File: src/rtl/pes_ic_param.sv
// Interrupt controller with round-robin or fixed-priority arbitration. A request reaches intr_out
// one cycle later, the vector follows the first ack and service the second; requests wait while busy.
module pes_ic_param #(
  parameter int NUM_CH = 8,
  parameter int ID_W = 3,
  parameter int VEC_W = 8,
  parameter logic [VEC_W-1:0] VEC_BASE = 8'h58
) (
  input  logic              clk_in,
  input  logic              rst_in,
  input  logic [NUM_CH-1:0] intr_rq,
  input  logic              cmd_valid,
  input  logic [1:0]        cmd_op,
  input  logic [ID_W-1:0]   cmd_id,
  input  logic [ID_W-1:0]   cmd_data,
  input  logic              intr_in,
  output logic              intr_out,
  output logic [VEC_W-1:0]  vec_out,
  output logic              bus_oe,
  output logic              in_service,
  output logic              err_flag
);

  localparam logic [1:0] OP_MODE = 2'b00;
  localparam logic [1:0] OP_PRIO = 2'b01;
  localparam logic [1:0] OP_MASK = 2'b10;
  localparam logic [1:0] OP_EOI  = 2'b11;

  typedef enum logic [1:0] {IDLE, REQ, VEC, SERVICE} state_t;

  state_t            state;
  logic              mode;
  logic [NUM_CH-1:0] mask;
  logic [NUM_CH-1:0] pending;
  logic [ID_W-1:0]   prio [NUM_CH];
  logic [ID_W-1:0]   last_served;
  logic [ID_W-1:0]   sel_id;
  logic [ID_W-1:0]   grant_id;
  logic [ID_W-1:0]   scan_id;
  logic              grant_vld;
  logic              ack;
  logic              eoi;
  logic              eoi_ok;

  assign ack    = ~intr_in;
  assign eoi    = cmd_valid && (cmd_op == OP_EOI);
  assign eoi_ok = eoi && (state == SERVICE) && (cmd_id == sel_id);

  // Loops run from the lowest-precedence candidate upward so the last hit is the winner.
  always_comb begin
    pending   = intr_rq & ~mask;
    grant_vld = 1'b0;
    grant_id  = '0;
    scan_id   = '0;
    if (!mode) begin
      for (int k = NUM_CH; k >= 1; k--) begin
        scan_id = last_served + ID_W'(k);
        if (pending[scan_id]) begin
          grant_vld = 1'b1;
          grant_id  = scan_id;
        end
      end
    end else begin
      for (int r = NUM_CH - 1; r >= 0; r--) begin
        if (pending[prio[r]]) begin
          grant_vld = 1'b1;
          grant_id  = prio[r];
        end
      end
    end
  end

  always_ff @(posedge clk_in or posedge rst_in) begin
    if (rst_in) begin
      state       <= IDLE;
      mode        <= 1'b0;
      mask        <= '0;
      last_served <= ID_W'(NUM_CH - 1);
      sel_id      <= '0;
      intr_out    <= 1'b0;
      bus_oe      <= 1'b0;
      vec_out     <= '0;
      in_service  <= 1'b0;
      err_flag    <= 1'b0;
      for (int r = 0; r < NUM_CH; r++) prio[r] <= ID_W'(r);
    end else begin
      if (cmd_valid) begin
        case (cmd_op)
          OP_MODE: mode <= cmd_data[0];
          OP_PRIO: prio[cmd_data] <= cmd_id;
          OP_MASK: mask[cmd_id] <= cmd_data[0];
          default: ;
        endcase
      end
      if (eoi && !eoi_ok) err_flag <= 1'b1;
      if (ack && (state == IDLE || state == SERVICE)) err_flag <= 1'b1;

      case (state)
        IDLE: if (grant_vld) begin
          sel_id   <= grant_id;
          intr_out <= 1'b1;
          state    <= REQ;
        end
        REQ: if (ack) begin
          intr_out <= 1'b0;
          bus_oe   <= 1'b1;
          vec_out  <= {VEC_BASE[VEC_W-1:ID_W], sel_id};
          state    <= VEC;
        end
        VEC: if (ack) begin
          bus_oe      <= 1'b0;
          vec_out     <= '0;
          in_service  <= 1'b1;
          last_served <= sel_id;
          state       <= SERVICE;
        end
        SERVICE: if (eoi_ok) begin
          in_service <= 1'b0;
          state      <= IDLE;
        end
        default: state <= IDLE;
      endcase
    end
  end

endmodule

File: config.mk
export PLATFORM = sky130hd
export DESIGN_NAME = pes_ic_param
export DESIGN_NICKNAME = d
export VERILOG_FILES = /design/src/rtl/pes_ic_param.sv
export SDC_FILE = /design/constraint.sdc
export NUM_CORES = 1
export LEC_CHECK = 0
export CORE_MARGIN = 2
export CORE_UTILIZATION = 54
export CTS_CLUSTER_DIAMETER = 60
export DETAILED_ROUTE_END_ITERATION = 16
export PLACE_DENSITY = 0.82
export SYNTH_ARGS = -nofsm -noshare
export SYNTH_HDL_FRONTEND = slang
export SYNTH_SLANG_ARGS = --single-unit
File: constraint.sdc
create_clock -name clk_in -period 2.91 [get_ports clk_in]
set_input_delay 0.4365 -clock clk_in [delete_from_list [all_inputs] [get_ports clk_in]]
set_output_delay 0.4365 -clock clk_in [all_outputs]
set_load 0.01 [all_outputs]
==> flow_summary_export.csv, run 1 <==
group,metric,value,unit
clocking,cts_tree,"built",
cells_and_area,fin_nets,509,
setup_path,critPathArrivalTime,3060,ps
job,max-cap-violations,0,
power,clkPwrFrac,9.0,%
hold_path,min-delay-start,"err_flag",
grt,grt_max_degree,49,
synthesis,ys_ff_latch,48,
grt,grt_util_all_layers,29.1,%
setup_path,worstReg2RegStart,"last_served[0]",
power,intPower,2.61,mW
sta,tns,0,ps
grt,use_met2,46.5,%
floorplanning,dieWidth,91.9,µm
routing,drc,0,
synthesis,synth.top_cell.area_share,19.8,%
sta,fin_crit,2870,ps
synthesis,yosysMostFrequentCell,"dfrtp_1",
clocking,clk_latency,300,ps
setup_path,slowest_delay,510,ps
power,finalPower,4.64,mW
floorplanning,boundaryPins,32,
placement,placed_cell_area,4880,µm²
sta,finalSetupViolations,0,
cells_and_area,n_antenna_cell,0,
floorplanning,core,7610,µm²
setup_path,critPathCaptureType,"register",
synthesis,async_reset_ff_share,100,%
clocking,cts.sinks,48,
clocking,clockBufferDepth,2,
floorplanning,start_util,54.9,%
grt,use_met1,39.6,%
power,p_per_area,926,nW/µm²
sta,fin_skew,7.84,ps
setup_path,crit_slowest_cell,"mux4_2",
floorplanning,fp-row-count,32,
power,p_leak,2.04,nW
grt,grt_first_pass_wirelength,19.3,mm
synthesis,synth_largest_area_cell,"dfrtp_1",
clocking,cts_made_buffers,5,
hold_path,min_path_type,"register to register",
synthesis,postSynthAreaPerCell,10.1,µm²
floorplanning,die_area,8450,µm²
synthesis,synth.distinct_cells,71,
sta,final_max_slew_viol_count,0,
run_status,status,"completed",
cells_and_area,drive_gt1_share,32.6,%
placement,place_congestion,1.05,
clocking,cts.clk_slew.worst_paths,90,ps
clocking,cts_root_buffer,"clkbuf_8",
placement,io_buffers,29,
routing,routed_wirelength,12.0,mm
grt,grt_pass1_vias,3735,
routing,drtIter0Drc,418,
synthesis,synth.area.top_cells,"dfrtp_1 (20%), mux4_2 (13%), dfstp_2 (9.4%)",
power,ir_drop,418,µV
cells_and_area,fin_area,5010,µm²
synthesis,ys_seq_area_share,29.2,%
synthesis,synth_cells,412,
setup_path,crit_buf_inv,2,
routing,vias,3863,
setup_path,path_max_fanout,9,
synthesis,synth_common_cells,"dfrtp_1 (33), nand2_1 (32), mux2_2 (30)",
power,swShare,43.7,%
sta,slew_headroom,35.0,%
sta,finalHoldViolations,0,
grt,antenna_found_initial,0,
clocking,cts.htree.levels,2,
synthesis,ys_warn_count,0,
sta,finalCritPeriodShare,98.7,%
synthesis,synthesis.area,4180,µm²
placement,post-dp-hpwl,9.07,mm
setup_path,crit_type,"primary input to register",
setup_path,cp-start-kind,"primary input",
routing,first_pass_iters,8,
cells_and_area,area_growth,20.0,%
floorplanning,die_h,91.9,µm
grt,top_usage_layer,"met2",
setup_path,cp_top_family,"multiplexers",
power,seqPwrFrac,24.6,%
synthesis,synth_edf_count,0,
synthesis,ys.flop_type,"dfrtp_1",
setup_path,path_cells,"clkdlybuf4s50_1 > nor2b_2 > buf_4 > mux4_2 > mux2i_2 > nand2_1 > nand3b_1 > o31a_1 > o21ai_2 > mux2_1",
setup_path,crit_start,"intr_rq[7]",
grt,grt_overflow,0,
grt,met3_usage,5.09,%
routing,post_drt_wl_per_cell,20.5,µm
sta,max_freq,348,MHz
setup_path,required,3100,ps
routing,postRouteAntennaNets,0,
sta,tightestPinTransition,973,ps
power,pwr-share-comb,66.3,%
clocking,hold_buffers,0,
cells_and_area,nFillCells,595,
power,switchingPower,2.03,mW
routing,vias_per_cell,6.59,
==> metrics by stage <==
step	setup WS, ps	std cells	hold WS (ps)	utilization (%)
3_5_place_dp	-217	576	455	64.2
2_1_floorplan	118	413	486	-
5_1_grt	-16.2	586	510	65.9
4_1_cts	67.0	584	475	65.4
3_3_place_gp	-115	576	447	64.2
6_report	39.2	586	470	65.9
==> layout by cell type (no fill, tap or decap), drive strengths merged, types with 4 or more instances in the layout <==
master	netlist	final
a21oi	15	15
and3	4	4
buf	13	58
clkbuf	11	7
clkdlybuf4s50	0	29
dfrtp	33	33
dfstp	15	15
ha	6	6
inv	20	20
mux2	31	31
mux2i	25	25
mux4	28	28
nand2	32	32
nand2b	14	14
nand3	4	4
nand3b	6	6
nor2	26	26
nor2b	11	11
nor3	13	13
nor3b	7	7
o21ai	22	22
o221ai	5	5
o22ai	10	10
xor2	4	4
==> power groups by stage <==
| stage | Combinational [mW] | Clock (mW) | Sequential, mW |
|---|---|---|---|
| after floorplan | 2.01 | 0 | 1.05 |
| after global placement | 2.86 | 0 | 1.13 |
| after detailed placement | 2.95 | 0 | 1.14 |
| after CTS | 2.96 | 0.426 | 1.13 |
| after global routing | 3.29 | 0.450 | 1.17 |
| final | 3.08 | 0.419 | 1.14 |
==> registers in the layout (all words and copies together), names as in the netlist <==
register,flops
intr_out,1
in_service,1
mask,8
last_served,3
sel_id,3
mode,1
state,2
vec_out,4
err_flag,1
prio,24
==> layout make-up <==
class	instances	area [µm²]	area share, %
inverter	20	75.1	1.50
sequential	48	1220	24.3
tap	102	128	2.55
multi-input combinational	321	2770	55.3
timing repair buffer	87	726	14.5
clock buffer	7	86.3	1.72
clock inverter	1	7.51	0.150
==> worst register-to-register path: stages, from the launching register on <==
cell and delay, ps:
dfstp_2 550, buf_4 250, mux2i_1 390, buf_4 230, o2111ai_1 120, and2_0 250
o31a_1 360, o21ai_2 160, mux2_1 360
==> per-layer routing <==
layer	vias to the layer above	share of wire [%]
li1	1702	-
met1	1853	39
met2	263	48
met3	45	9.6
met4	0	2.9
met5	-	0
==> kinds of logic after synthesis <==
| logic type | count (synthesis) | synth area share [%] |
|---|---|---|
| AO/OA/AOI/OAI | 92 | 15.6 |
| AND/OR/NAND/NOR | 130 | 16.7 |
| multiplexers | 84 | 30.2 |
| other | 1 | 0.0898 |
| flip-flops | 48 | 29.2 |
| adder cells (fa/ha/maj) | 6 | 1.80 |
| buffers and inverters | 44 | 5.00 |
| XOR/XNOR | 7 | 1.47 |
==> worst paths after layout <==
path / to / slack (ps) / depth (start not counted)
max: state[1] / 40 / 10
min: err_flag / 470 / 1
max reg2reg: state[1] / 140 / 8
min reg2reg: err_flag / 470 / 1
max in group asynchronous: prio[9] / 1630 / 2
min in group asynchronous: err_flag / 660 / 2
==> repair_timing <==
action | CTS | global route
setup buffers | 0 | 2
resized for setup | 0 | 6
setup endpoints to repair | 0 | 3
No activity file was read; power rests on OpenSTA's default activity.
==> run 2, diff against run 1 <==
--- a/config.mk
+++ b/config.mk
@@ -8,7 +8,9 @@
 export CORE_MARGIN = 2
 export CORE_UTILIZATION = 54
 export CTS_CLUSTER_DIAMETER = 60
+export CTS_CLUSTER_SIZE = 30
 export DETAILED_ROUTE_END_ITERATION = 16
+export GPL_TIMING_DRIVEN = 0
 export PLACE_DENSITY = 0.82
 export SYNTH_ARGS = -nofsm -noshare
 export SYNTH_HDL_FRONTEND = slang
==> flow_summary_export.csv, run 2 (synthesis results as in run 1) <==
group,metric,value,unit
clocking,hold_buffers,0,
placement,dp_cells,543,
grt,grt_first_pass_wirelength,18.4,mm
setup_path,required,3160,ps
placement,place_congestion,0.941,
sta,finalHoldViolations,0,
setup_path,crit_type,"primary input to register",
clocking,cts_made_buffers,5,
routing,dr_wl_met3,1.05,mm
clocking,cts_root_buffer,"clkbuf_8",
placement,preCtsSetupSlack,-406,ps
cells_and_area,fin_area,4870,µm²
grt,grt_pass1_vias,3510,
cells_and_area,final_util,64.0,%
sta,tightestPinTransition,622,ps
cells_and_area,layout_commonest_cell,"dfrtp_1",
sta,final_max_slew_viol_count,0,
floorplanning,fp-row-count,32,
grt,antenna_found_initial,0,
cells_and_area,mostFrequentLayoutCells,"dfrtp_1 (33), nand2_1 (32), mux2_2 (30), nor2_1 (26), clkdlybuf4s50_1 (26)",
placement,post-dp-hpwl,8.46,mm
job,max-cap-violations,0,
floorplanning,die_h,91.9,µm
clocking,cts.htree.levels,2,
sta,fin_skew,9.16,ps
cells_and_area,drive_gt1_share,29.5,%
setup_path,critPathArrivalTime,3130,ps
routing,vias_per_cell,6.81,
placement,placed_cell_area,4600,µm²
floorplanning,start_util,54.9,%
clocking,cts.sinks,48,
routing,drc,0,
power,swShare,44.9,%
floorplanning,dieWidth,91.9,µm
sta,finalCritPeriodShare,99.1,%
power,ir_drop,531,µV
clocking,clk_latency,310,ps
routing,route.layer.met1.wl,4.76,mm
power,seqPwrFrac,24.0,%
cells_and_area,n_antenna_cell,0,
routing,dr.max_layer_used,"met4",
grt,grt_overflow,0,
sta,tns,0,ps
cells_and_area,regMostFlops,"prio",
routing,first_pass_iters,6,
grt,grt_util_all_layers,27.5,%
placement,io_buffers,27,
power,pwr-share-comb,66.9,%
cells_and_area,fin_nets,480,
cells_and_area,fin_cells,557,
power,switchingPower,2.06,mW
cells_and_area,area_growth,16.7,%
cells_and_area,reg_top3,"prio: 24 flops, mask: 8 flops, vec_out: 4 flops",
routing,postRouteAntennaNets,0,
sta,layout_setup_ws,27.5,ps
setup_path,path_max_fanout,10,
power,p_leak,1.91,nW
power,intPower,2.52,mW
grt,grt_max_degree,45,
floorplanning,die_area,8450,µm²
hold_path,min_path_type,"primary input to async pin",
clocking,cts_tree,"built",
sta,fin_crit,2880,ps
routing,vias,3791,
routing,routed_wirelength,11.7,mm
routing,post_drt_wl_per_cell,21.0,µm
sta,finalSetupViolations,0,
cells_and_area,nFillCells,606,
sta,slew_headroom,58.4,%
sta,max_freq,347,MHz
floorplanning,boundaryPins,32,
cells_and_area,largest_reg_flops,24,
routing,drtIter0Drc,408,
floorplanning,core,7610,µm²
run_status,status,"completed",
power,p_per_area,940,nW/µm²
routing,wl_met2,5.61,mm
sta,fin_hold_ws,312,ps
setup_path,cp-start-kind,"primary input",
clocking,clockBufferDepth,2,
power,finalPower,4.58,mW
setup_path,critPathCaptureType,"register",
clocking,cts.clk_slew.worst_paths,90,ps
power,clkPwrFrac,9.1,%
## run 2: final timing paths
check,from,endpoint,slack (ps),depth (start not counted)
worst max-delay path,intr_rq[1],sel_id[0],30,9
worst min-delay path,rst_in,state[1],310,2
worst max register to register,last_served[0],state[1],60,9
worst min register to register,err_flag,err_flag,470,1
max in group asynchronous,rst_in,prio[8],2080,3
min in group clk_in,err_flag,err_flag,470,1
## run 2: final cells by class
type                       instances  area, µm²  share of cell area (%)
clock inverter                     1       7.51                   0.154
sequential                        48       1220                    25.0
multi-input combinational        321       2880                    59.0
tap                              102        128                    2.62
clock buffer                       7       86.3                    1.77
inverter                          20       75.1                    1.54
timing repair buffer              34        334                    6.86
buffer                            24        145                    2.98
## run 2: per-layer routing
| layer | global-route usage (%) | up-vias |
|---|---|---|
| li1 | - | 1646 |
| met1 | 39.2 | 1849 |
| met2 | 45.1 | 264 |
| met3 | 3.04 | 32 |
| met4 | 7.34 | 0 |
| met5 | 0 | - |
## run 2: critical path, stage by stage
cell and delay, ps:
clkdlybuf4s50_1 480, nand2b_1 270, mux4_2 600, o21ai_2 170, nand2_1 80, a311o_1 390
a221o_1 350, a21boi_1 190, o31a_1 170
## run 2: timing repair
action | CTS | global route
pin swaps | 1 | 5
hold endpoints to repair | 0 | 0
buffers inserted | 2 | 4
endpoints found under the setup margin | 6 | 4
gates resized for setup | 15 | 21
## run 2: power by group through the flow
stage	clock (mW)	combinational [mW]	sequential, mW
after floorplan	0	2.01	1.05
after global placement	0	2.62	1.09
after detailed placement	0	2.66	1.10
after CTS	0.422	2.81	1.09
after global routing	0.449	3.25	1.12
final	0.415	3.06	1.10
